File: config.mk
export PLATFORM = sky130hd
export DESIGN_NAME = cska_serial_adder
export DESIGN_NICKNAME = d
export VERILOG_FILES = /design/src/rtl/cska_serial_adder.sv
export SDC_FILE = /design/constraint.sdc
export NUM_CORES = 1
export LEC_CHECK = 0
export ABC_AREA = 1
export CORE_ASPECT_RATIO = 1.2
export CORE_MARGIN = 2
export CORE_UTILIZATION = 51
export DETAILED_ROUTE_END_ITERATION = 10
export PLACE_DENSITY = 0.77
export SKIP_CTS_REPAIR_TIMING = 1
export SYNTH_ARGS = -nofsm -noshare
export SYNTH_HDL_FRONTEND = slang
export SYNTH_SLANG_ARGS = --single-unit
File: constraint.sdc
create_clock -name clk -period 3.8 [get_ports clk]
set_clock_uncertainty 0.05 [all_clocks]
set_input_delay 0.57 -clock clk [delete_from_list [all_inputs] [get_ports clk]]
set_output_delay 0.57 -clock clk [all_outputs]
set_load 0.02 [all_outputs]
File: src/rtl/cska_serial_adder.sv
// cska_serial_adder: multi-cycle carry-skip adder, one BLK-bit slice per clock.
// Operands are accepted over a valid/ready handshake. The slices are then
// sequenced through a single carry register, and the finished sum is held
// until the consumer takes it.
// Optional build macro: CSKA_SKIP_STATS_EN keeps the skip_count statistics
// counter. When the macro is undefined, skip_count is tied to 0.
//
// Handshake semantics: a transfer happens on a rising clk edge where
// valid && ready are both 1. in_ready is 1 only in IDLE, and out_valid is 1
// only in DONE, so the input and output transfers can never coincide.
module cska_serial_adder #(
    parameter int WIDTH = 32,
    parameter int BLK   = 4
) (
    input  logic                              clk,
    input  logic                              rst_n,
    input  logic                              in_valid,
    output logic                              in_ready,
    input  logic [WIDTH-1:0]                  a,
    input  logic [WIDTH-1:0]                  b,
    input  logic                              cin,
    output logic                              out_valid,
    input  logic                              out_ready,
    output logic [WIDTH-1:0]                  sum,
    output logic                              cout,
    output logic [$clog2(WIDTH/BLK+1)-1:0]    skip_count
);

    localparam int NBLK = WIDTH / BLK;
    localparam int IW   = (NBLK > 1) ? $clog2(NBLK) : 1;
    localparam int SW   = $clog2(NBLK + 1);

    localparam logic [1:0] IDLE = 2'd0;
    localparam logic [1:0] RUN  = 2'd1;
    localparam logic [1:0] DONE = 2'd2;

    logic [1:0]       state;
    logic [IW-1:0]    idx;
    logic [WIDTH-1:0] a_q;
    logic [WIDTH-1:0] b_q;
    logic             carry_q;
    logic [WIDTH-1:0] sum_q;
    logic             cout_q;

    logic [BLK-1:0]   slice_a;
    logic [BLK-1:0]   slice_b;
    logic [BLK-1:0]   p;
    logic [BLK-1:0]   g;
    logic [BLK:0]     c;
    logic [BLK-1:0]   slice_sum;
    logic             p_block;
    logic             block_cout;
    logic             last_slice;

    assign in_ready   = (state == IDLE);
    assign out_valid  = (state == DONE);
    assign sum        = sum_q;
    assign cout       = cout_q;
    assign last_slice = (idx == IW'(NBLK - 1));

    // Current slice: ripple the carry through the block. When every bit
    // propagates, take the carry-out straight from carry_q (the skip path).
    always_comb begin
        slice_a = BLK'(a_q >> (idx * BLK));
        slice_b = BLK'(b_q >> (idx * BLK));
        p       = slice_a ^ slice_b;
        g       = slice_a & slice_b;
        c       = '0;
        c[0]    = carry_q;
        for (int i = 0; i < BLK; i++) begin
            c[i+1] = g[i] | (p[i] & c[i]);
        end
        slice_sum  = p ^ c[BLK-1:0];
        p_block    = &p;
        block_cout = p_block ? carry_q : c[BLK];
    end

    // Sequencer, operand capture, carry chain and result registers.
    always_ff @(posedge clk or negedge rst_n) begin
        if (!rst_n) begin
            state   <= IDLE;
            idx     <= '0;
            a_q     <= '0;
            b_q     <= '0;
            carry_q <= 1'b0;
            sum_q   <= '0;
            cout_q  <= 1'b0;
        end else begin
            case (state)
                IDLE: begin
                    if (in_valid) begin
                        a_q     <= a;
                        b_q     <= b;
                        carry_q <= cin;
                        idx     <= '0;
                        sum_q   <= '0;
                        state   <= RUN;
                    end
                end
                RUN: begin
                    sum_q[idx*BLK +: BLK] <= slice_sum;
                    carry_q               <= block_cout;
                    if (last_slice) begin
                        cout_q <= block_cout;
                        state  <= DONE;
                    end else begin
                        idx <= idx + 1'b1;
                    end
                end
                DONE: begin
                    if (out_ready) begin
                        state <= IDLE;
                    end
                end
                default: state <= IDLE;
            endcase
        end
    end

`ifdef CSKA_SKIP_STATS_EN
    logic [SW-1:0] skip_q;

    // Count the slices of the current add whose bits all propagate.
    always_ff @(posedge clk or negedge rst_n) begin
        if (!rst_n) begin
            skip_q <= '0;
        end else if (state == IDLE && in_valid) begin
            skip_q <= '0;
        end else if (state == RUN && p_block) begin
            skip_q <= skip_q + 1'b1;
        end
    end

    assign skip_count = skip_q;
`else
    assign skip_count = '0;
`endif

endmodule

# After elaboration in Yosys (flattened, before gate mapping)

Cells that the tools add are included.

Register bits: 103
Bits in latches: 0
RAM bits: 0
Memory bits (read-only): 0
Input port bits: 69
Output and inout port bits: 39
Word-level logic and storage cells: 52
Memories kept: 0

Add/subtract/negate cells: 2
Multipliers: 0
Divide/modulo/power cells: 0
$lt $le $gt $ge: 0
Eq/ne operators: 7
Shifts and indexed selects: 4
Muxes and demuxes: 13
Bitwise operators: 11
Reductions and logical operators: 8

Operators with widths:

| operator                  | number |
|---|---|
| $pmux W32 S2              | 1 |
| $shr A32 B5 Y4            | 2 |
| $neg A5 Y34               | 1 |
| $shift A4 B34 Y32 const A | 1 |
| $shiftx A4 B34 Y32        | 1 |
| $bwmux W32                | 1 |
| $mux W32                  | 1 |
| $xor A4 B4 Y4             | 2 |
| $mux W2                   | 3 |
| $mux W3                   | 2 |
| $ne A2 B2 Y1 const B      | 3 |
| $pmux W2 S3               | 1 |
| $pmux W3 S2               | 1 |
| $reduce_and A2 Y1         | 3 |
| $reduce_and A3 Y1         | 2 |
| $and A1 B1 Y1             | 4 |
| $and A4 B4 Y4             | 1 |
| $or A1 B1 Y1              | 4 |
| $reduce_and A4 Y1         | 1 |
| $add A3 B1 Y3 const B     | 1 |
| $eq A3 B3 Y1 const B      | 1 |
| $eq A2 B1 Y1 const B      | 1 |
| $eq A2 B2 Y1 const B      | 1 |
| $logic_not A2 Y1          | 1 |
| other kinds (4)           | 5 |

# Logic depth before layout (Yosys ltp)

Depth in word-level cells: 12
Mapped depth: 18
Gate-level depth less buffers: 16

# Least setup slack after synthesis

Ideal clock, no wire load.

Path type: reg2reg
From: register idx[0]
To: register sum_q[7], in the netlist sum[7]
Setup time: 126 ps
Arrival: 2858 ps
Data required time: 3624 ps
Setup slack: 766 ps
Cell stages (with the launch flop): 18
Path buffers: 2
Period minus slack after synthesis: 3034 ps
Cells stage by stage: dfrtp_1 > buf_4 > inv_2 > buf_2 > nor2_1 > o21ai_0 > nand2_1 > nand2_1 > fa_1 > inv_1 > fa_1 > fa_1 > inv_1 > fa_1 > inv_1 > nor2_1 > nand2_1 > o21ai_0

Word-level cells in the longest chain between the ends: 12
Elaborated cells on any way between the ends: 16
Those cells by class: 1 x add/sub; 4 x shift; 2 x mux; 9 x bitwise

RTL lines:

| element                                  | line   | source |
|---|---|---|
| from (decl)                              | 38     | `logic [IW-1:0] idx;` |
| from (signal assigned)                   | 107    | `idx <= idx + 1'b1;` |
| $shr A32 B5 Y4, on equally long branches | 64, 65 |  |
| $xor A4 B4 Y4                            | 66     | `p = slice_a ^ slice_b;` |
| $and A1 B1 Y1                            | 71     | `c[i+1] = g[i] \| (p[i] & c[i]);` |
| $or A1 B1 Y1                             | 71     |  |
| $and A1 B1 Y1                            | 71     |  |
| $or A1 B1 Y1                             | 71     |  |
| $and A1 B1 Y1                            | 71     |  |
| $or A1 B1 Y1                             | 71     |  |
| $xor A4 B4 Y4                            | 73     | `slice_sum = p ^ c[BLK-1:0];` |
| $shiftx A4 B34 Y32                       | 101    | `sum_q[idx*BLK +: BLK] <= slice_sum;` |
| $bwmux W32 *                             | 101    |  |
| $pmux W32 S2 *                           | 89     | `case (state)` |
| to (signal, indexed assignment)          | 101    |  |
| to (decl)                                | 42     | `logic [WIDTH-1:0] sum_q;` |

Every way passes the cells marked *; elsewhere a longest branch is shown, timed or not.
A chain may end at the register's enable or synchronous reset.

# Final worst setup path

From: register idx[1]
To: register sum_q[27], in the netlist sum[27]

The elaborated chain is that of the path after synthesis.

==> impl_summary.log <==
[metrics] Setup CP Type: reg -> reg
[metrics] Worst Tran Pin Value: 1110 ps
[metrics] highest clock frequency the design can meet: 0.307 GHz
[metrics] Top FF cell, synth: dfrtp_1
[metrics] area fraction of the dominant cell type after synthesis: 49.9%
[metrics] yosys warns: 0
[metrics] Slew Limit Headroom: 26.3%
[metrics] Synth Cell Area: 5160 sq um
[metrics] P per Cell Area: 910 nW/um^2
[metrics] highest metal used: met4
[metrics] cell chosen for the clock root: clkbuf_16
[metrics] number of CTS-inserted buffers: 9
[metrics] final cycle utilization of the critical path: 85.6%
[metrics] sum of buffers and inverters on the critical path: 4
[metrics] drt via density: 5.13
[metrics] worst-case clock buffer depth: 2
[metrics] share of cells above drive strength 1: 4.70%
[metrics] maximum fanout encountered on the critical timing path: 15
[metrics] post-synth top area cell: dfrtp_1
[metrics] startpoint class of the critical path: flop
[metrics] number of buffers added on ports: 103
[metrics] cell area after layout: 6530 sq um
[metrics] cell-by-cell listing of the critical path: inv_1, o21ai_0, o21ai_0, nand2_1, nand2_1, fa_1, inv_1, fa_1, fa_1, inv_1, fa_1, inv_1, nor2_1, nand2_1, o21ai_0
[metrics] Max-Cap Viols: 0
[metrics] CP delay by family, top: adder cells
[metrics] count of filler cells inserted in the layout: 879
[metrics] Routability Congestion: 0.862
[metrics] count of antenna diodes in the layout: 0
[metrics] post-detail-place hpwl: 9.39 mm
[metrics] final setup violation count: 0
[metrics] global-route wire length before repair: 21.5 mm
[metrics] number of placement rows: 40
[metrics] Chip Height: 114 microns
[metrics] clock slew seen by the registers of the worst setup and hold paths: 80 ps
[metrics] top cells by count, synth: 267 x nand2_1, 103 x dfrtp_1, 68 x o21ai_0
[metrics] relative area change from synthesis to final layout: 26.3%
[metrics] H-tree depth reported by CTS: 3
[metrics] Remaining Overflow, GRT: 0
[metrics] Seq cells post-synth: 103
[metrics] setup repair after global routing missed its margin: no
[metrics] Worst Path Arrival: 3430 ps
[metrics] Async S/R FF share, synth: 100%
[metrics] Core Area: 9960 sq um
[metrics] number of design rule violations left after detail routing: 0
[metrics] Clock Sinks: 103
[metrics] Routed met2 length: 6.78 mm
[metrics] detailed route wirelength on metal3: 462 microns
[metrics] number of primary I/O pins: 108
[metrics] total number of vias: 4580
[metrics] standard cell with the maximum stage delay on the critical path: fa_1
[metrics] first-pass iteration count of the detailed router: 4
[metrics] proportion of synthesized chip area in sequential cells: 49.9%
[metrics] crit path capture type: flop
[metrics] Die Outline Area: 11000 sq um
[metrics] Lkg Pwr: 0.00323 uW
[metrics] VDD IR max: 0.379 mV
[metrics] CTS tree: done
[metrics] number of enable-type register cells in the synthesized netlist: 0
[metrics] Design Power: 5940 uW
[metrics] run status: completed
[metrics] net count reported at finish: 845
[metrics] wire per inst: 14.2 microns
[metrics] width of the die: 95.9 microns
[metrics] number of distinct library cells after synthesis: 22
[metrics] largest net degree at the start of global routing: 84
[metrics] worst min-delay path category: in -> async
[metrics] most frequently used cell type in the post-synthesis netlist: nand2_1
[metrics] final hold violations: 0
[metrics] min Tclk post-route: 3250 ps
[metrics] via count of the first global-routing pass: 4718
[metrics] wire length on met1: 5.13 mm
[metrics] Total Routing Usage GR: 25.0%
[metrics] remaining number of nets flagged by the antenna check after routing: 0
[metrics] insertion delay to the later sink of the worst-skew pair: 350 ps
[metrics] delay of the slowest cell on the worst path: 440 ps
[metrics] instance count of the mapped netlist: 672
[metrics] number of antenna violations at the first check in global routing: 0
[metrics] count of routing violations after the opening detailed-route iteration: 245
[metrics] post-detailed-routing wire length: 12.7 mm
[metrics] critical path required time: 3970 ps
[metrics] Placement Cell Area: 6230 sq um
[metrics] total negative setup slack: 0 ps
[metrics] effective utilization at floorplan: 51.9%
[metrics] number of max-slew violations in the final report: 0
[metrics] synthesized area divided by synthesized cell count: 7.69 sq um
[metrics] biggest area contributors in the synthesized netlist: dfrtp_1 50%, nand2_1 19%, o21ai_0 6.6%, nand3_1 5.9%, nor2_1 4.6%
worst reg2reg max path, delay by kind of cell (launching register included):
family	cells	cell delay (ps)
buffers and inverters	4	560
AO/OA/AOI/OAI	3	430
AND/OR/NAND/NOR	4	330
flip-flops	1	380
adder cells (fa/ha/maj)	4	1380
state kept, by name, indices dropped and copies added, names as in the netlist:
name / cells
carry_q: 1
state: 2
cout: 1
idx: 3
b_q: 32
sum: 32
a_q: 32
through the flow:
stage,utilization (%),std cells,hold WS [ps],setup slack (ps)
CTS,65.5,892,215,556
detailed placement,62.6,876,415,597
global placement,62.6,876,412,696
floorplan,-,675,224,766
global route,65.5,892,245,221
finish,65.5,892,190,546
power by group:
part           total (uW)  leakage (uW)  internal (uW)  switching (uW)
registers            1880       0.00132           1590             291
logic                3150       0.00178           1160            2000
clock network         911      0.000134            461             450
total                5940       0.00323           3200            2740
cells in the final DEF, fill, tap and decap left out, drive strengths merged:
cell type      instances
dfrtp                103
clkdlybuf4s50        102
clkinvlp               3
o21ai                 68
o31ai                  1
conb                   4
fa                     4
nor2                  68
nand2                270
nand3b                 1
o211ai                 4
nand4                  1
clkbuf                 9
buf                    9
a21oi                  1
ha                    11
inv                   46
nand3                 61
final timing paths:
check / slack, ps / cells past startpoint / start / end
max in group asynchronous: 2800 / 2 / rst_n / b_q[13]
min in group clk: 430 / 2 / a_q[5] / a_q[5]
hold reg to reg: 430 / 2 / a_q[5] / a_q[5]
hold / removal: 190 / 1 / rst_n / sum[26]
setup / recovery: 550 / 15 / idx[1] / sum[27]
setup reg to reg: 550 / 15 / idx[1] / sum[27]
cells by family after synthesis:
| logic type | count (synthesis) | synth area share, % |
|---|---|---|
| adder cells (fa/ha/maj) | 15 | 4.22 |
| AO/OA/AOI/OAI | 74 | 7.41 |
| buffers and inverters | 78 | 6.98 |
| flip-flops | 103 | 49.9 |
| AND/OR/NAND/NOR | 401 | 31.4 |
| other | 1 | 0.0726 |
routing by layer:
layer	vias to the layer above	global-route usage, %
met5	-	0
li1	2276	-
met4	0	9.05
met2	133	45.8
met1	2147	29.2
met3	24	3.82
final cells by class:
| class | count | area [sq um] | area share (%) |
|---|---|---|---|
| clock buffer | 9 | 225 | 3.45 |
| clock inverter | 7 | 65.1 | 0.997 |
| inverter | 42 | 158 | 2.42 |
| multi-input combinational | 494 | 2240 | 34.3 |
| sequential | 103 | 2580 | 39.5 |
| tap | 126 | 158 | 2.42 |
| timing repair buffer | 111 | 1100 | 16.9 |
No activity file was read; power rests on OpenSTA's default activity.
